<file path="config.mk">
export PLATFORM = sky130hd
export DESIGN_NAME = matlu_solve_flat
export DESIGN_NICKNAME = d
export VERILOG_FILES = /design/src/rtl/matlu_solve_if.sv /design/src/rtl/matlu_solve.sv /design/src/flat_wrapper.sv
export SDC_FILE = /design/constraint.sdc
export NUM_CORES = 2
export LEC_CHECK = 0
export ABC_CLOCK_PERIOD_IN_PS = 11200
export CAP_MARGIN = 20
export CORE_ASPECT_RATIO = 1.2
export CORE_UTILIZATION = 55
export DETAILED_ROUTE_END_ITERATION = 16
export HOLD_SLACK_MARGIN = 0.03
export PLACE_DENSITY = 0.79
export REMOVE_ABC_BUFFERS = 1
export SETUP_SLACK_MARGIN = 0.3
export SYNTH_ARGS = -nofsm -noshare
export SYNTH_HDL_FRONTEND = slang
export SYNTH_SLANG_ARGS = --single-unit
</file>
<file path="constraint.sdc">
create_clock -name clk -period 11.2 [get_ports clk]
set_clock_uncertainty 0.2 [all_clocks]
set_input_delay 1.68 -clock clk [delete_from_list [all_inputs] [get_ports clk]]
set_output_delay 1.68 -clock clk [all_outputs]
set_load 0.01 [all_outputs]
</file>
<file path="src/rtl/matlu_solve_if.sv">
// Bundle carrying the solve handshake, the matlu results and the solution vector.
// The slave side is the solver; the master side is whoever requests a solve.
interface matlu_solve_if #(
  parameter int DATA_WIDTH  = 32,
  parameter int MATRIX_SIZE = 3
);
  localparam int N  = MATRIX_SIZE;
  localparam int DW = DATA_WIDTH;

  logic                  start;
  logic                  ready;
  logic                  complete;
  logic [N*N*DW-1:0]     lu;
  logic [(N+1)*DW-1:0]   p;
  logic                  lu_singular;
  logic [N*DW-1:0]       b;
  logic [N*DW-1:0]       x;
  logic                  solve_singular;

  modport slave (
    input  start, lu, p, lu_singular, b,
    output ready, complete, x, solve_singular
  );

  modport master (
    output start, lu, p, lu_singular, b,
    input  ready, complete, x, solve_singular
  );
endinterface

</file>
<file path="src/rtl/matlu_solve.sv">
// Solves A*x = b from a packed LU factorisation and row permutation, using
// one time-shared fixed-point MAC and one bit-serial restoring divider.
module matlu_solve #(
  parameter int DATA_WIDTH  = 32,
  parameter int BIN_POS     = 16,
  parameter int MATRIX_SIZE = 3
) (
  input  logic          clk,
  input  logic          rst,
  matlu_solve_if.slave  bus
);
  localparam int N  = MATRIX_SIZE;
  localparam int DW = DATA_WIDTH;
  localparam int BP = BIN_POS;
  localparam int D  = DW + BP;
  localparam int QW = DW + BP;
  localparam int AW = 2*DW + $clog2(N);
  localparam int RW = $clog2(N+1);
  localparam int CW = $clog2(D+1);

  typedef enum logic [2:0] {S_IDLE, S_LOAD, S_FWD, S_BWD, S_DONE} state_t;

  state_t                state_q, state_d;
  logic [N*N*DW-1:0]     lu_q, lu_d;
  logic [N*DW-1:0]       p_q, p_d;
  logic [N*DW-1:0]       b_q, b_d;
  logic                  lsing_q, lsing_d;
  logic [N*DW-1:0]       y_q, y_d;
  logic [N*DW-1:0]       xw_q, xw_d;
  logic [N*DW-1:0]       x_q, x_d;
  logic                  sing_q, sing_d;
  logic signed [AW-1:0]  acc_q, acc_d;
  logic [QW-1:0]         q_q, q_d;
  logic [DW-1:0]         r_q, r_d;
  logic [RW-1:0]         row_q, row_d;
  logic [RW-1:0]         col_q, col_d;
  logic [CW-1:0]         cnt_q, cnt_d;

  int                    ri, ci, si;
  logic [DW-1:0]         p_el;
  logic signed [DW-1:0]  mac_a, mac_b, piv, y_row, tr, num;
  logic signed [2*DW-1:0] prod;
  logic [QW-1:0]         dvd, dvd_mag, q_in;
  logic [DW-1:0]         dvs_mag, r_in, quo;
  logic [DW:0]           r_sh;
  logic                  ge, quo_neg, ready, accept;

  // The swap count in the top slot of p is not needed to solve.
  logic unused_swap;
  assign unused_swap = ^bus.p[(N+1)*DW-1:N*DW];

  assign ready              = (state_q == S_IDLE) || (state_q == S_DONE);
  assign accept             = bus.start && ready;
  assign bus.ready          = ready;
  assign bus.complete       = (state_q == S_DONE);
  assign bus.x              = x_q;
  assign bus.solve_singular = sing_q;

  always_comb begin : datapath
    ri    = int'(row_q);
    ci    = int'(col_q);
    piv   = lu_q[(ri*N+ri)*DW +: DW];
    y_row = y_q[ri*DW +: DW];
    mac_a = '0;
    mac_b = '0;
    if (ci < N) begin
      mac_a = lu_q[(ri*N+ci)*DW +: DW];
      mac_b = (state_q == S_FWD) ? y_q[ci*DW +: DW] : xw_q[ci*DW +: DW];
    end
    prod    = (2*DW)'(mac_a) * (2*DW)'(mac_b);
    tr      = DW'(acc_q >>> BP);
    num     = y_row - tr;
    // Division runs on magnitudes; the sign is reapplied on the write cycle.
    dvd     = {num, {BP{1'b0}}};
    dvd_mag = num[DW-1] ? (~dvd + 1'b1) : dvd;
    dvs_mag = piv[DW-1] ? (~$unsigned(piv) + 1'b1) : $unsigned(piv);
    quo_neg = num[DW-1] ^ piv[DW-1];
    q_in    = (cnt_q == '0) ? dvd_mag : q_q;
    r_in    = (cnt_q == '0) ? '0 : r_q;
    r_sh    = {r_in, q_in[QW-1]};
    ge      = (r_sh >= {1'b0, dvs_mag});
    quo     = quo_neg ? DW'(~q_q + 1'b1) : q_q[DW-1:0];
  end

  always_comb begin : next_state
    state_d = state_q;
    lu_d    = lu_q;
    p_d     = p_q;
    b_d     = b_q;
    lsing_d = lsing_q;
    y_d     = y_q;
    xw_d    = xw_q;
    x_d     = x_q;
    sing_d  = sing_q;
    acc_d   = acc_q;
    q_d     = q_q;
    r_d     = r_q;
    row_d   = row_q;
    col_d   = col_q;
    cnt_d   = cnt_q;
    p_el    = '0;
    si      = 0;
    case (state_q)
      S_IDLE, S_DONE: begin
        if (accept) begin
          state_d = S_LOAD;
          lu_d    = bus.lu;
          p_d     = bus.p[N*DW-1:0];
          b_d     = bus.b;
          lsing_d = bus.lu_singular;
          sing_d  = 1'b0;
          acc_d   = '0;
          row_d   = '0;
          col_d   = '0;
          cnt_d   = '0;
        end
      end
      S_LOAD: begin
        if (lsing_q) begin
          x_d     = '0;
          sing_d  = 1'b1;
          state_d = S_DONE;
        end else begin
          for (int i = 0; i < N; i++) begin
            p_el = p_q[i*DW +: DW];
            si   = (p_el < DW'(N)) ? int'(p_el) : 0;
            y_d[i*DW +: DW] = b_q[si*DW +: DW];
          end
          acc_d   = '0;
          row_d   = '0;
          col_d   = '0;
          state_d = S_FWD;
        end
      end
      S_FWD: begin
        if (ci < ri) begin
          acc_d = acc_q + AW'(prod);
          col_d = col_q + 1'b1;
        end else begin
          y_d[ri*DW +: DW] = num;
          acc_d = '0;
          if (ri == N-1) begin
            col_d   = RW'(N);
            cnt_d   = '0;
            state_d = S_BWD;
          end else begin
            row_d = row_q + 1'b1;
            col_d = '0;
          end
        end
      end
      S_BWD: begin
        // The first cycle of each row is recognised by col==row+1 with no divide step taken.
        if (ci == ri + 1 && cnt_q == '0 && piv == '0) begin
          x_d     = '0;
          sing_d  = 1'b1;
          state_d = S_DONE;
        end else if (ci < N) begin
          acc_d = acc_q + AW'(prod);
          col_d = col_q + 1'b1;
        end else if (int'(cnt_q) < D) begin
          q_d   = {q_in[QW-2:0], ge};
          r_d   = ge ? DW'(r_sh - {1'b0, dvs_mag}) : r_sh[DW-1:0];
          cnt_d = cnt_q + 1'b1;
        end else begin
          xw_d[ri*DW +: DW] = quo;
          acc_d = '0;
          cnt_d = '0;
          if (ri == 0) begin
            x_d     = xw_d;
            state_d = S_DONE;
          end else begin
            row_d = row_q - 1'b1;
            col_d = row_q;
          end
        end
      end
      default: state_d = S_IDLE;
    endcase
  end

  always_ff @(posedge clk or negedge rst) begin
    if (!rst) begin
      state_q <= S_IDLE;
      lu_q    <= '0;
      p_q     <= '0;
      b_q     <= '0;
      lsing_q <= 1'b0;
      y_q     <= '0;
      xw_q    <= '0;
      x_q     <= '0;
      sing_q  <= 1'b0;
      acc_q   <= '0;
      q_q     <= '0;
      r_q     <= '0;
      row_q   <= '0;
      col_q   <= '0;
      cnt_q   <= '0;
    end else begin
      state_q <= state_d;
      lu_q    <= lu_d;
      p_q     <= p_d;
      b_q     <= b_d;
      lsing_q <= lsing_d;
      y_q     <= y_d;
      xw_q    <= xw_d;
      x_q     <= x_d;
      sing_q  <= sing_d;
      acc_q   <= acc_d;
      q_q     <= q_d;
      r_q     <= r_d;
      row_q   <= row_d;
      col_q   <= col_d;
      cnt_q   <= cnt_d;
    end
  end
endmodule

</file>
<file path="src/flat_wrapper.sv">
// flat-port wrapper written by rule: the top's interface ports become plain ports
module matlu_solve_flat 
#(
  parameter int DATA_WIDTH  = 32,
  parameter int BIN_POS     = 16,
  parameter int MATRIX_SIZE = 3
)
  (clk, rst, bus_start, bus_lu, bus_p, bus_lu_singular, bus_b, bus_ready, bus_complete, bus_x, bus_solve_singular);
  matlu_solve_if #(.DATA_WIDTH(DATA_WIDTH), .MATRIX_SIZE(MATRIX_SIZE)) bus_i ();
  input  logic clk;
  input  logic rst;
  input wire logic [$bits(bus_i.start)-1:0] bus_start;
  input wire logic [$bits(bus_i.lu)-1:0] bus_lu;
  input wire logic [$bits(bus_i.p)-1:0] bus_p;
  input wire logic [$bits(bus_i.lu_singular)-1:0] bus_lu_singular;
  input wire logic [$bits(bus_i.b)-1:0] bus_b;
  output wire logic [$bits(bus_i.ready)-1:0] bus_ready;
  output wire logic [$bits(bus_i.complete)-1:0] bus_complete;
  output wire logic [$bits(bus_i.x)-1:0] bus_x;
  output wire logic [$bits(bus_i.solve_singular)-1:0] bus_solve_singular;
  assign bus_i.start = bus_start;
  assign bus_i.lu = bus_lu;
  assign bus_i.p = bus_p;
  assign bus_i.lu_singular = bus_lu_singular;
  assign bus_i.b = bus_b;
  assign bus_ready = bus_i.ready;
  assign bus_complete = bus_i.complete;
  assign bus_x = bus_i.x;
  assign bus_solve_singular = bus_i.solve_singular;
  matlu_solve #(.DATA_WIDTH(DATA_WIDTH), .BIN_POS(BIN_POS), .MATRIX_SIZE(MATRIX_SIZE)) u_core (.clk(clk), .rst(rst), .bus(bus_i));
endmodule
</file>
== Yosys cells after proc, flatten, opt, wreduce, memory -nomap -nowiden ==
Cells that the tools add are included.
Word-level totals
  bits in registers: 929
  output and inout bits: 99
Cells by class
  add/subtract/negate cells: 14
  multiply operators: 2
  $lt $le $gt $ge: 7
  eq/ne operators: 22
  shift-type cells: 11
  muxes and demuxes: 66
  bitwise gates (word level): 7
  reduce and logical (&&, ||, !) cells: 25
Operator list (number)
  $mux W96: 7
  $shiftx A288 B32 Y32: 2
  $mux W66: 6
  $pmux W96 S2: 2
  $shiftx A96 B32 Y32: 3
  $shiftx A96 B8 Y32: 3
  $pmux W66 S4: 1
  $mux W32: 7
  $bwmux W96: 2
  $shiftx A32 B33 Y96: 2
  $lt A32 B2 Y1 const B: 3
  $mux W48: 2
  $shift A32 B33 Y96 const A: 1
  $mux W27: 3
  $add A66 B64 Y66: 1
  $add A32 B1 Y32 const B: 2
  $logic_not A32 Y1: 2
  $mul A32 B32 Y64: 1
  $not A32 Y32: 2
  $sub A32 B32 Y32: 2
  $add A48 B1 Y48 const B: 1
  $not A48 Y48: 1
  $mux W6: 6
  $ge A33 B32 Y1: 1
  43 further kinds: 91

== Longest topological paths before layout ==
  depth in word-level cells: 12
  gate-level depth with buffers: 46

== Worst setup path after synthesis ==
Ideal clock, no wire load.
  kind: reg2reg
  start point: register u_core.col_q[0]
  end point: register u_core.acc_q[41]
  arrival: 11129 ps
  required time: 10879 ps
  path slack: -250 ps
  stages on the path, launching flop included: 42
  path through: dfrtp_1 clkbuf_1 inv_1 clkbuf_1 buf_1 ha_1 buf_1 clkbuf_1 clkbuf_1 mux4_2 nand2_1 a21oi_1 o21ai_1 clkbuf_1 nor2_1 fa_1 inv_1 fa_1 [6 not listed] fa_1 fa_1 inv_1 fa_1 inv_1 ha_1 and3_1 a22o_1 o21ai_0 a21oi_1 a211o_1 nand2_1 a31oi_1 a31o_2 a21o_1 a21oi_1 xnor2_1 a22o_1
Between the ends
  word-level cells in the longest chain between the ends: 8
Ends and longest elaborated chain
  start: declaration: line matlu_solve.sv:36  | logic [RW-1:0] col_q, col_d;
  start signal: assignment: line matlu_solve.sv:213  | col_q <= col_d;
  $add A27 B3 Y27 or $shiftx A96 B8 Y32 (tied branches): line matlu_solve.sv:67, matlu_solve.sv:68
  $shiftx A288 B32 Y32 or $mux W32 (tied branches): line matlu_solve.sv:67, matlu_solve.sv:68
  $mux W32: line matlu_solve.sv:66  | if (ci < N) begin
  $mul A32 B32 Y64: line matlu_solve.sv:70  | prod = (2*DW)'(mac_a) * (2*DW)'(mac_b);
  $add A66 B64 Y66: line matlu_solve.sv:137, matlu_solve.sv:159
  $mux W66: line matlu_solve.sv:158  | end else if (ci < N) begin
  $mux W66: line matlu_solve.sv:154  | if (ci == ri + 1 && cnt_q == '0 && piv == '0) begin
  $pmux W66 S4: line matlu_solve.sv:103  | case (state_q)
  end signal: assignment: line matlu_solve.sv:193  | acc_q <= '0;
  end signal: assignment: line matlu_solve.sv:209  | acc_q <= acc_d;
  end: declaration: line matlu_solve.sv:32  | logic signed [AW-1:0] acc_q, acc_d;
Parallel ways exist; a longest one is shown, timed or not. The select of a mux whose other input is x is not followed.
A chain may end at the register's enable or synchronous reset.

== Final worst setup path ==
  start point: register u_core.row_q[0]
  end point: register u_core.acc_q[41]
Between the ends
  word-level cells in the longest chain between the ends: 9
Ends and longest elaborated chain
  start: declaration: line matlu_solve.sv:35  | logic [RW-1:0] row_q, row_d;
  start signal: assignment: line matlu_solve.sv:212  | row_q <= row_d;
  $mul A2 B2 Y4: line matlu_solve.sv:62, matlu_solve.sv:67
  $add A27 B3 Y27: line matlu_solve.sv:67  | mac_a = lu_q[(ri*N+ci)*DW +: DW];
  $shiftx A288 B32 Y32: line matlu_solve.sv:67
  $mux W32: line matlu_solve.sv:66
  $mul A32 B32 Y64: line matlu_solve.sv:70
  $add A66 B64 Y66: line matlu_solve.sv:137, matlu_solve.sv:159
  $mux W66: line matlu_solve.sv:158
  $mux W66: line matlu_solve.sv:154
  $pmux W66 S4: line matlu_solve.sv:103
Parallel ways exist; a longest one is shown, timed or not. The select of a mux whose other input is x is not followed.

==> flow_summary.yaml <==
status:
  status: "finished, final reports clean"
global_routing:
  grt_use_total_pct: 38.6
  grt_antenna_before_repair: 17
  overflow: 0
  grt_pass1_vias: 71400
  grt_max_degree: 238
  grt_pass1_wl_um: 425000
route:
  ant_nets: 0
  via_count: 69600
  drt-initial-drc-count: 7433
  first_pass_iters: 6
  wl_per_cell_um: 24.0
  viasPerCell: 5.97
  postRouteWirelength_um: 280000
  drc_errors: 0
clock_network:
  clkSlewWorstSetupHoldPaths_ns: 0.06
  insertion_delay_ns: 0.76
  clock-sinks: 911
  cts.path.max_buffers: 3
  cts-root-buf: "clkbuf_16"
  h-tree-depth: 3
  numCtsBuffers: 96
  cts_tree: "built"
floorplanning:
  num_io_pins: 615
  coreArea_um2: 145000
  rows: 153
  die-area_um2: 147000
  die_x_um: 350
  start_util_pct: 55.3
  die_y_um: 420
sta:
  period_needed_ns: 10.67
  fin_setup_tns_ns: 0
  final_max_slew_viol_count: 0
  worst_pin_slew_ns: 1.28
  rsz0062_at_grt: "yes"
  fmax_ghz: 0.0937
  period_share_pct: 95.3
  setup_viol: 0
  hold_violations: 0
  setup_ws_ns: 0.525
  slew_headroom_pct: 14.8
finish:
  fin_nets: 11300
  area_growth_pct: 15.6
  finish.instance_area_um2: 92600
  drive_above_1_share_pct: 7.92
  final_cells: 11700
critical_path:
  startpoint_type: "flop"
  end_kind: "flop"
  cpPeakStageDelay_ns: 0.97
  crit_required_ns: 11.64
  rrSetupSlack_ns: 0.53
  crit_type: "reg -> reg"
  reg2reg_to: "u_core.acc_q[41]$_DFFE_PN0P_"
  slowest_stage: "fa_4"
  worst_ep_arrival_time_ns: 11.12
  crit_fanout: 13
  crit_top_cell: "fa_1"
  crit-reg2reg-launch: "u_core.row_q[0]$_DFFE_PN0P_"
  reg2reg_depth: 37
logic_synthesis:
  ys_async_sr_fraction_pct: 100
  syn_avg_cell_area_um2: 8.72
  ys_ff_latch: 911
  yosys_warnings: 0
  yosysUniqueCellTypes: 88
  syn_inst: 9179
  synth_top_flop_cell: "dfrtp_1"
  syn-cell-area_um2: 80100
  synth-edff-count: 0
  synth_seq_area_share_pct: 28.5
placed_design:
  placed_area_um2: 88900
  dp_slack_ns: 0.178
  gp_congestion: 1.02
  io_buffer_count: 582
  hpwl_um: 216000
  dp_cells: 11500
worst_hold_path:
  hold_depth: 2
  min_to: "u_core.lu_q[39]$_DFFE_PN0P_"
  hp-start: "u_core.lu_q[39]$_DFFE_PN0P_"
  hp-class: "reg -> reg"
job:
  cap_violations: 0
## state kept, by name, summed over array words and instances, names as in the netlist, 3 cells and up
name / cells
u_core.q_q: 48
u_core.b_q: 96
u_core.acc_q: 48
u_core.r_q: 32
u_core.bus.x: 96
u_core.cnt_q: 6
u_core.lu_q: 288
u_core.state_q: 3
u_core.xw_q: 96
u_core.y_q: 96
u_core.p_q: 96
## cell type report
| type | instances | area (um^2) |
|---|---|---|
| fill | 11800 | 52100 |
| multi-input combinational | 6686 | 51500 |
| sequential | 911 | 22800 |
| timing repair buffer | 910 | 8550 |
| inverter | 1043 | 3920 |
| clock buffer | 135 | 2800 |
| tap | 1937 | 2420 |
| clock inverter | 39 | 556 |
| antenna | 6 | 15.0 |
## critical path: cells and delay by family (launching register included)
kind | cells | cell delay, ns
multiplexers | 1 | 0.57
XOR/XNOR | 1 | 0.09
AO/OA/AOI/OAI | 11 | 2.20
AND/OR/NAND/NOR | 3 | 0.24
buffers and inverters | 10 | 1.22
adder cells (fa/ha/maj) | 11 | 5.63
flip-flops | 1 | 0.35
## per-stage QoR
| step | utilization, % | hold WS [ns] |
|---|---|---|
| after floorplan | - | 0.240 |
| after global placement | 61.4 | 0.255 |
| after detailed placement | 61.4 | 0.260 |
| after CTS | 63.8 | 0.275 |
| after global routing | 64.0 | 0.289 |
| final | 64.0 | 0.273 |
## cell usage after synthesis (all sizes together) (52+ instances only)
cell / number / share of area (%)
clkbuf: 443 / 2.1
nand2b: 81 / 0.63
ha: 263 / 4.1
and2: 62 / 0.49
xor2: 83 / 0.91
mux4: 122 / 3.4
a21o: 62 / 0.58
xnor2: 138 / 1.5
nand3: 59 / 0.37
o21ai: 449 / 2.9
buf: 97 / 0.71
nor3: 54 / 0.34
nor2: 639 / 3.0
o31ai: 55 / 0.53
nand2: 2564 / 12
dfrtp: 911 / 28
inv: 1043 / 4.9
a21oi: 366 / 2.3
o21a: 52 / 0.49
mux2i: 200 / 2.5
a211oi: 111 / 1.0
fa: 907 / 23
## how the worst max path moves through the flow
stage / from / endpoint / slack, ns / depth (start not counted)
6_report: u_core.row_q[0]$_DFFE_PN0P_ / u_core.acc_q[41]$_DFFE_PN0P_ / 0.53 / 37
5_1_grt: u_core.row_q[0]$_DFFE_PN0P_ / u_core.acc_q[46]$_DFFE_PN0P_ / 0.27 / 38
4_1_cts: u_core.row_q[0]$_DFFE_PN0P_ / u_core.acc_q[45]$_DFFE_PN0P_ / 0.34 / 38
3_5_place_dp: u_core.row_q[0]$_DFFE_PN0P_ / u_core.acc_q[47]$_DFFE_PN0P_ / 0.18 / 34
3_3_place_gp: u_core.row_q[0]$_DFFE_PN0P_ / u_core.acc_q[47]$_DFFE_PN0P_ / 0.26 / 34
2_1_floorplan: u_core.state_q[0]$_DFFE_PN0P_ / u_core.acc_q[41]$_DFFE_PN0P_ / -5.82 / 28
## cells by family (layout without fill, tap and decap cells)
family,Yosys count,after routing,synth area share (%)
muxes,329,329,6.04
and+or+nand+nor,3648,3648,18.5
AOI/OAI and AO/OA,1313,1313,10.0
adders and majority gates,1170,1170,26.8
other,0,6,0
DFF,911,911,28.5
xor gates and xnor gates,225,226,2.53
buffers and inverters,1583,2127,7.68
## timing repair
action,CTS,global route
endpoints found under the setup margin,5,27
buffers inserted,1,15
gates cloned,0,1
hold buffers,0,0
pin swaps,1,3
gates resized for setup,4,33
## cells in the final DEF, fill, tap and decap left out, types with 16 or more instances in the layout
cell	synthesis	layout
nand2_1	2562	2556
inv_1	1043	1042
dfrtp_1	911	910
fa_1	907	906
nor2_1	639	624
clkdlybuf4s50_1	0	581
o21ai_0	392	381
a21oi_1	365	353
buf_4	4	304
ha_1	263	261
mux2i_1	200	200
xnor2_1	138	135
mux4_2	120	120
a211oi_1	111	111
clkbuf_16	0	96
nand2b_1	81	81
xor2_1	83	80
a21o_1	62	61
nand3_1	59	57
and2_1	61	55
nor3_1	54	52
o31ai_1	52	51
and3_1	48	47
o21ai_1	39	44
o21a_1	52	42
a31oi_1	42	41
a22o_1	36	36
nor4_1	36	34
a22oi_1	33	32
clkbuf_8	0	25
o21ai_2	18	24
or2_2	21	21
nor2b_1	22	21
nand4_1	18	18
o21bai_1	17	17
buf_12	1	16
## per-layer routing
layer / track usage [%] / part of all wire [%] / vias to the layer above
met5: 0 / 0.043 / -
met4: 22.3 / 6.7 / 18
met3: 10.2 / 11 / 989
met2: 60.5 / 46 / 3947
met1: 48.5 / 37 / 34600
li1: - / - / 30100
Power is left out: the tool's default activity adds up to more than one toggle a clock period on the data nets, which glitch-free logic cannot reach.
